--- src/rtl/pkt_rr_mux.sv ---
// pkt_rr_mux: multi-channel packet concentrator with per-channel FIFOs and a round-robin output arbiter.
//   clk, rst (async, active-high)
//   in_vld/in_rdy/in_addr/in_data : CH_NUM flattened input channels, channel i at [i*W +: W]
//   out_vld/out_rdy/out_addr/out_data/out_ch : single registered output with source channel index
//   PKT_MUX_STAT_EN defined : adds stat_clr input and stat_cnt (16-bit saturating push counter per channel)
module pkt_rr_mux #(
  parameter int CH_NUM     = 4,
  parameter int ADDR_WD    = 7,
  parameter int DATA_WD    = 32,
  parameter int FIFO_DEPTH = 4
) (
  input  logic                         clk,
  input  logic                         rst,
  input  logic [CH_NUM-1:0]            in_vld,
  output logic [CH_NUM-1:0]            in_rdy,
  input  logic [CH_NUM*ADDR_WD-1:0]    in_addr,
  input  logic [CH_NUM*DATA_WD-1:0]    in_data,
  output logic                         out_vld,
  input  logic                         out_rdy,
  output logic [ADDR_WD-1:0]           out_addr,
  output logic [DATA_WD-1:0]           out_data,
  output logic [$clog2(CH_NUM)-1:0]    out_ch
`ifdef PKT_MUX_STAT_EN
  ,
  input  logic                         stat_clr,
  output logic [CH_NUM*16-1:0]         stat_cnt
`endif
);
  localparam int CW = $clog2(CH_NUM);
  localparam int PW = $clog2(FIFO_DEPTH);
  localparam int W  = ADDR_WD + DATA_WD;
  logic [CH_NUM-1:0] empty, push, pop;
  logic [W-1:0]      head [CH_NUM];
  logic [CW-1:0]     last_gnt, gnt, c;
  logic              gnt_vld, slot_free;
  assign slot_free = !out_vld || out_rdy;
  assign push      = in_vld & in_rdy;
  assign pop       = {{(CH_NUM-1){1'b0}}, slot_free && gnt_vld} << gnt;
  // Walk channels starting just after the last grant, wrapping at CH_NUM; first non-empty wins.
  always_comb begin
    gnt_vld = 1'b0;
    gnt     = last_gnt;
    c       = last_gnt;
    for (int k = 0; k < CH_NUM; k++) begin
      c = (c == CW'(CH_NUM - 1)) ? '0 : c + 1'b1;
      if (!gnt_vld && !empty[c]) begin
        gnt_vld = 1'b1;
        gnt     = c;
      end
    end
  end
  for (genvar i = 0; i < CH_NUM; i++) begin : g_ch
    logic [W-1:0]  mem [FIFO_DEPTH];
    logic [PW-1:0] wp, rp;
    logic [PW:0]   cnt;
    assign empty[i]  = cnt == '0;
    assign in_rdy[i] = cnt != (PW+1)'(FIFO_DEPTH);
    assign head[i]   = mem[rp];
    always_ff @(posedge clk)
      if (push[i]) mem[wp] <= {in_addr[i*ADDR_WD +: ADDR_WD], in_data[i*DATA_WD +: DATA_WD]};
    always_ff @(posedge clk or posedge rst)
      if (rst) begin
        wp  <= '0;
        rp  <= '0;
        cnt <= '0;
      end else begin
        wp  <= wp + PW'(push[i]);
        rp  <= rp + PW'(pop[i]);
        cnt <= cnt + (PW+1)'(push[i]) - (PW+1)'(pop[i]);
      end
  end
  always_ff @(posedge clk or posedge rst)
    if (rst) begin
      out_vld  <= 1'b0;
      out_addr <= '0;
      out_data <= '0;
      out_ch   <= '0;
      last_gnt <= CW'(CH_NUM - 1);
    end else if (slot_free) begin
      out_vld <= gnt_vld;
      if (gnt_vld) begin
        {out_addr, out_data} <= head[gnt];
        out_ch   <= gnt;
        last_gnt <= gnt;
      end
    end
`ifdef PKT_MUX_STAT_EN
  for (genvar i = 0; i < CH_NUM; i++) begin : g_stat
    logic [15:0] sc;
    assign stat_cnt[i*16 +: 16] = sc;
    always_ff @(posedge clk or posedge rst)
      if (rst) sc <= '0;
      else if (stat_clr) sc <= '0;
      else if (push[i] && sc != 16'hFFFF) sc <= sc + 16'd1;
  end
`endif
endmodule

--- config.mk ---
export PLATFORM = sky130hd
export DESIGN_NAME = pkt_rr_mux
export DESIGN_NICKNAME = d
export VERILOG_FILES = /design/src/rtl/pkt_rr_mux.sv
export SDC_FILE = /design/constraint.sdc
export NUM_CORES = 1
export LEC_CHECK = 0
export ABC_AREA = 1
export CORE_UTILIZATION = 35
export DETAILED_ROUTE_END_ITERATION = 6
export GPL_TIMING_DRIVEN = 0
export SLEW_MARGIN = 15
export SYNTH_ARGS = -nofsm -noshare
export SYNTH_HDL_FRONTEND = slang
export SYNTH_SLANG_ARGS = --single-unit
--- constraint.sdc ---
create_clock -name clk -period 10.8 [get_ports clk]
set_input_delay 2.16 -clock clk [delete_from_list [all_inputs] [get_ports clk]]
set_output_delay 2.16 -clock clk [all_outputs]
set_load 0.005 [all_outputs]
# After elaboration in Yosys (flattened, before gate mapping)
# Memories as Yosys holds them, arrays and structs flattened.
# Cells that the tools add are included.
# totals
wordCells	104
ramBits	624
inputBits	163
register_bits	72
memories	4
# memory_table
name	depth	word_bits	rd	rd_clocked_by_memory_dff	write_ports	line	text
g_ch[0].mem	4	39	1	0	1	53	logic [W-1:0] mem [FIFO_DEPTH];
g_ch[1].mem	4	39	1	0	1	53	
g_ch[2].mem	4	39	1	0	1	53	
g_ch[3].mem	4	39	1	0	1	53	
# op_classes
n_mux	31
n_shift	1
bitwise_logic	2
order_cmp	5
eq_ne	8
n_reduce_logical	16
addsub	20
# op_table
operator	count
binary-select mux 39 bit (select 2 bit)	1
2-to-1 mux 39 bit	2
adder 2 x 1 -> 2 bit	8
2-to-1 mux 1 bit	16
2-to-1 mux 2 bit	8
adder 3 x 1 -> 3 bit	4
logical NOT 3 bit	4
< comparator 2 x 3 -> 1 bit (second input constant)	4
inequality test 3 bit (second input constant)	4
subtractor 3 x 1 -> 3 bit	4
adder 2 x 1 -> 2 bit (second input constant)	4
binary-select mux 1 bit (select 2 bit)	4
equality test 2 bit (second input constant)	4
logical NOT 1 bit	6
AND 4 bit	1
logical AND 1 bit	4
<< shifter 1 x 2 -> 4 bit	1
>= comparator 3 bit (second input constant)	1
inverter 2 -> 3 bit	1
AND reduction 2 bit	1
logical OR 1 bit	1

# Longest topological paths before layout
# logic_depth
ltp_word	19
ltp_mapped	21
depth_no_buf	20

# Least setup slack after synthesis
# No wires, ideal clock.
# synth_path
path_type	input to register
start	input in_vld[0]
end	memory g_ch[0].mem[0][0] (netlist bit), enable pin
required_ns	10.316
t_arrival_ns	4.938
n_path_buf	0
cell_stages	2
slack_ns	5.378
path_cell_list	nand2_1 -> nor3_1
# synth_via
elab_chain_len	3
# synth_lines
element	line	text
start: declaration	14	input logic [CH_NUM-1:0] in_vld,
AND 4 bit	37	assign push = in_vld & in_rdy;
2-to-1 mux 1 bit	60	if (push[i]) mem[wp] <= {in_addr[i*ADDR_WD +: ADDR_WD], in_data[i*DATA_WD +: DATA_WD]};
2-to-1 mux 1 bit (not written as such)	60	
end: declaration	53	
# Every way passes these cells.

# Worst setup path after layout
# layout_path
start	input out_rdy
end	register g_ch[3].cnt[1]
# layout_via
elab_chain_len	4
# layout_lines
element	line	text
start: declaration	19	input logic out_rdy,
logical OR 1 bit	36	assign slot_free = !out_vld || out_rdy;
logical AND 1 bit	38	assign pop = {{(CH_NUM-1){1'b0}}, slot_free && gnt_vld} << gnt;
<< shifter 1 x 2 -> 4 bit	38	
subtractor 3 x 1 -> 3 bit	69	cnt <= cnt + (PW+1)'(push[i]) - (PW+1)'(pop[i]);
end signal: assignment	69	
end: declaration	55	logic [PW:0] cnt;
# Every way passes these cells.
# A chain may end at the register's enable or synchronous reset.

==> flow_results.xml <==
<?xml version="1.0" encoding="UTF-8"?>
<metrics>
  <group name="clock_tree">
    <metric name="clock-sinks" unit="">696</metric>
    <metric name="ctsHoldBuffers" unit="">0</metric>
    <metric name="ctsResizeCount" unit="">0</metric>
    <metric name="clock_insertion_delay_worst_skew" unit="ns">0.62</metric>
    <metric name="cts.clk_slew.worst_paths" unit="ns">0.05</metric>
    <metric name="clk_path_buf_depth" unit="">3</metric>
    <metric name="cts.htree.levels" unit="">3</metric>
    <metric name="cts_made_buffers" unit="">72</metric>
    <metric name="clockRootBuffer" unit="">sky130_fd_sc_hd__clkbuf_16</metric>
    <metric name="cts_tree" unit="">done</metric>
    <metric name="number_of_setup_buffers_added_after_cts" unit="">0</metric>
  </group>
  <group name="timing">
    <metric name="setup_viol_count_final" unit="">0</metric>
    <metric name="hold_violations" unit="">0</metric>
    <metric name="max_freq" unit="MHz">225.5</metric>
    <metric name="grt_setup_unrepaired" unit="">false</metric>
    <metric name="max_slew.worst_pin.slew" unit="ns">0.8988</metric>
    <metric name="fin_tns_setup" unit="ns">0</metric>
    <metric name="maxSlewViolCount" unit="">0</metric>
    <metric name="layout_worst_path_cycle_share" unit="%">41.06</metric>
    <metric name="final_period_minus_worst_setup_slack" unit="ns">4.435</metric>
    <metric name="worst_slew_margin_rel" unit="%">39.75</metric>
    <metric name="skew" unit="ns">0.02360</metric>
  </group>
  <group name="critical_path">
    <metric name="critical-path-slowest-cell" unit="">sky130_fd_sc_hd__clkdlybuf4s50_1</metric>
    <metric name="cp_cell_sequence" unit="">clkdlybuf4s50_1 &gt; o22ai_2 &gt; inv_2 &gt; nand2_1 &gt; nor2_1 &gt; ha_1 &gt; inv_1 &gt; ha_1 &gt; inv_1 &gt; fa_1 &gt; inv_1</metric>
    <metric name="timing.critical_path.to_type" unit="">flip-flop</metric>
    <metric name="arrival_time_reported_for_the_critical_path_endpoint" unit="ns">4.94</metric>
    <metric name="critical_path.startpoint_type" unit="">input port</metric>
    <metric name="worstPathBufferInverterCount" unit="">5</metric>
    <metric name="cpMostUsedCell" unit="">sky130_fd_sc_hd__inv_1</metric>
    <metric name="timing.critical_path.required" unit="ns">11.30</metric>
    <metric name="critPathTopFamily" unit="">buffers and inverters</metric>
    <metric name="critical_path_class" unit="">input port to flip-flop</metric>
    <metric name="path_max_fanout" unit="">8</metric>
    <metric name="worst_path_largest_cell_delay" unit="ns">0.64</metric>
  </group>
  <group name="floorplan">
    <metric name="die_area" unit="um^2">81620</metric>
    <metric name="rows" unit="">103</metric>
    <metric name="floorplan.initialDensity" unit="%">35.54</metric>
    <metric name="die-height" unit="um">285.7</metric>
    <metric name="design.core.area" unit="um^2">79260</metric>
    <metric name="die_w" unit="um">285.7</metric>
    <metric name="top_level_ports" unit="">209</metric>
  </group>
  <group name="layout">
    <metric name="num-fill-cells" unit="">7137</metric>
    <metric name="final_cell_mix" unit="">707 x sky130_fd_sc_hd__nand2_1, 624 x sky130_fd_sc_hd__edfxtp_1, 208 x sky130_fd_sc_hd__clkdlybuf4s50_1</metric>
    <metric name="post_route_cells_drive_above_1_share" unit="%">10.11</metric>
    <metric name="seq_area" unit="um^2">20540</metric>
    <metric name="final_nets" unit="">2748</metric>
    <metric name="area_of_the_multi_input_gates" unit="um^2">6867</metric>
    <metric name="layout-area-overhead-vs-synth" unit="%">23.33</metric>
    <metric name="mostFrequentLayoutCell" unit="">sky130_fd_sc_hd__nand2_1</metric>
  </group>
  <group name="grt">
    <metric name="wire_length_of_the_first_global_routing_pass" unit="um">122500</metric>
    <metric name="largest_net_degree_at_the_start_of_global_routing" unit="">45</metric>
    <metric name="grt_util_all_layers" unit="%">20.43</metric>
    <metric name="number_of_global_route_vias_before_repair" unit="">18850</metric>
    <metric name="grt_antenna_before_repair" unit="">5</metric>
    <metric name="gr_overflow_total" unit="">0</metric>
  </group>
  <group name="power">
    <metric name="power.density" unit="nW/um^2">344.9</metric>
    <metric name="power.total" unit="uW">11980</metric>
    <metric name="irDropWorstVdd" unit="mV">0.1726</metric>
    <metric name="leakagePower" unit="uW">0.01258</metric>
  </group>
  <group name="yosys">
    <metric name="synthFlopType" unit="">sky130_fd_sc_hd__edfxtp_1</metric>
    <metric name="synth_compound_area_share" unit="%">8.555</metric>
    <metric name="muxShareOfSynthArea" unit="%">0</metric>
    <metric name="synthesis.instances" unit="">2204</metric>
    <metric name="sequential_to_total_area_share_from_yosys_stat" unit="%">72.93</metric>
    <metric name="synth.largest_area_cell" unit="">sky130_fd_sc_hd__edfxtp_1</metric>
    <metric name="mappedNetlistNets" unit="">2386</metric>
    <metric name="synth_simple_gate_area_share" unit="%">14.09</metric>
    <metric name="synth-async-reset-ratio" unit="%">10.34</metric>
    <metric name="synthXorXnorAreaFrac" unit="%">0.4975</metric>
    <metric name="area_fraction_of_the_dominant_cell_type_after_synthesis" unit="%">66.52</metric>
    <metric name="synthesis.yosys.warnings" unit="">0</metric>
    <metric name="synth-edff-count" unit="">624</metric>
    <metric name="mappedNetlistArea" unit="um^2">28170</metric>
    <metric name="synth_adder_area_share" unit="%">0.9506</metric>
    <metric name="synth_area_leaders" unit="">sky130_fd_sc_hd__edfxtp_1 67%, sky130_fd_sc_hd__nand2_1 9.4%, sky130_fd_sc_hd__dfrtp_1 6.2%</metric>
    <metric name="avgSynthCellArea" unit="um^2">12.78</metric>
    <metric name="synth_unique_cells" unit="">32</metric>
    <metric name="yosys_register_bits" unit="">696</metric>
    <metric name="synth_top_family_by_area" unit="">simple AND/OR/NAND/NOR gates</metric>
  </group>
  <group name="detailed_routing">
    <metric name="first_pass_iters" unit="">5</metric>
    <metric name="via_count" unit="">19530</metric>
    <metric name="drcViolationCount" unit="">0</metric>
    <metric name="initialDrtViolationCount" unit="">2048</metric>
    <metric name="drtAntennaViolNets" unit="">0</metric>
    <metric name="post_drt_wl_per_cell" unit="um">23.17</metric>
    <metric name="wl" unit="um">85120</metric>
    <metric name="viasPerCell" unit="">5.316</metric>
  </group>
  <group name="min_path">
    <metric name="holdCritPathClass" unit="">flip-flop to flip-flop</metric>
  </group>
  <group name="placement">
    <metric name="count_of_buffers_inserted_at_the_top_level_ports" unit="">208</metric>
    <metric name="routabilityCongestion" unit="">0.9352</metric>
    <metric name="place_hpwl" unit="um">62600</metric>
  </group>
  <group name="status">
    <metric name="status" unit="">finished, final reports clean</metric>
  </group>
  <group name="flow_run">
    <metric name="drv.max_cap_violation_count" unit="">0</metric>
  </group>
</metrics>
[per-layer routing]
metal	global-route usage [%]	wire length, um	vias up
met3	4.131	7144	136
met5	0	36	-
met2	31.81	39470	863
li1	-	-	8765
met1	28.04	35390	9757
met4	8.102	3076	6
[cell type report]
type                            count  area share, %
Clock inverter                     31         0.9221
Timing Repair Buffer              288          8.136
Sequential cell                   696          59.13
Multi-Input combinational cell   1316          19.77
Tap cell                         1050          3.782
Antenna cell                        2        0.01441
Inverter                           45         0.4934
Buffer                            147          1.927
Clock buffer                       98          5.824
[worst min-delay path, stage by stage, from the launching register on]
cell                      delay, ns
sky130_fd_sc_hd__dfrtp_1       0.34
sky130_fd_sc_hd__nand2_1       0.05
sky130_fd_sc_hd__nand2_1       0.05
[worst paths after layout]
path	from	to	slack, ns	cells past startpoint
min	out_addr[2]$_DFFE_PP0N_	out_addr[2]$_DFFE_PP0N_	0.48	2
max in group asynchronous	rst	out_data[5]$_DFFE_PP0N_	8.22	3
min in group asynchronous	rst	g_ch[3].rp[1]$_DFF_PP0_	1.96	2
max	out_rdy	g_ch[3].cnt[1]$_DFF_PP0_	6.37	11
max reg2reg	last_gnt[0]$_DFFE_PP1N_	g_ch[2].cnt[2]$_DFF_PP0_	6.74	19
min reg2reg	out_addr[2]$_DFFE_PP0N_	out_addr[2]$_DFFE_PP0N_	0.48	2
[where the power goes]
part           internal [uW]  leakage (uW)  total (uW)  switching, uW
logic                   1810       0.00486        5600           3790
clock network           1460       0.00116        2460           1000
registers               3630       0.00657        3920            293
[stage by stage]
stage / cell area (um^2) / cells / utilization (%) / hold slack [ns] / setup slack, ns
global route: 34740 / 3673 / 43.83 / 0.5231 / 6.246
floorplan: 28170 / 2204 / - / 0.4724 / 5.378
detailed placement: 32390 / 3542 / 40.87 / 0.4749 / 5.761
global placement: 31560 / 3462 / 39.82 / 0.4721 / 2.490
CTS: 34730 / 3671 / 43.82 / 0.4901 / 6.403
finish: 34740 / 3673 / 43.83 / 0.4844 / 6.365
[registers in the layout, indices dropped and copies added (netlist names)]
name / cells
out_addr: 7
g_ch.rp: 8
g_ch.wp: 8
out_ch: 2
g_ch.mem: 624
out_vld: 1
last_gnt: 2
g_ch.cnt: 12
out_data: 32
[Yosys cell counts, types with 8 or more instances]
| library cell | number |
|---|---|
| sky130_fd_sc_hd__a21oi_1 | 158 |
| sky130_fd_sc_hd__a32o_1 | 156 |
| sky130_fd_sc_hd__buf_1 | 12 |
| sky130_fd_sc_hd__buf_2 | 19 |
| sky130_fd_sc_hd__buf_4 | 9 |
| sky130_fd_sc_hd__buf_6 | 8 |
| sky130_fd_sc_hd__clkbuf_1 | 99 |
| sky130_fd_sc_hd__dfrtp_1 | 70 |
| sky130_fd_sc_hd__edfxtp_1 | 624 |
| sky130_fd_sc_hd__ha_1 | 15 |
| sky130_fd_sc_hd__inv_1 | 36 |
| sky130_fd_sc_hd__nand2_1 | 707 |
| sky130_fd_sc_hd__nand3_1 | 207 |
| sky130_fd_sc_hd__nor2_1 | 11 |
| sky130_fd_sc_hd__nor3_1 | 17 |
| sky130_fd_sc_hd__xor2_1 | 10 |
[kinds of logic (layout without fill, tap and decap cells)]
| kind of cell | after synthesis | count (layout) |
|---|---|---|
| compound gates | 323 | 323 |
| xor+xnor | 16 | 16 |
| fa+ha+maj | 19 | 19 |
| buf+inv | 192 | 609 |
| flops | 696 | 696 |
| other cells | 0 | 2 |
| simple gates | 958 | 958 |
(Power assumes the default switching activity.)
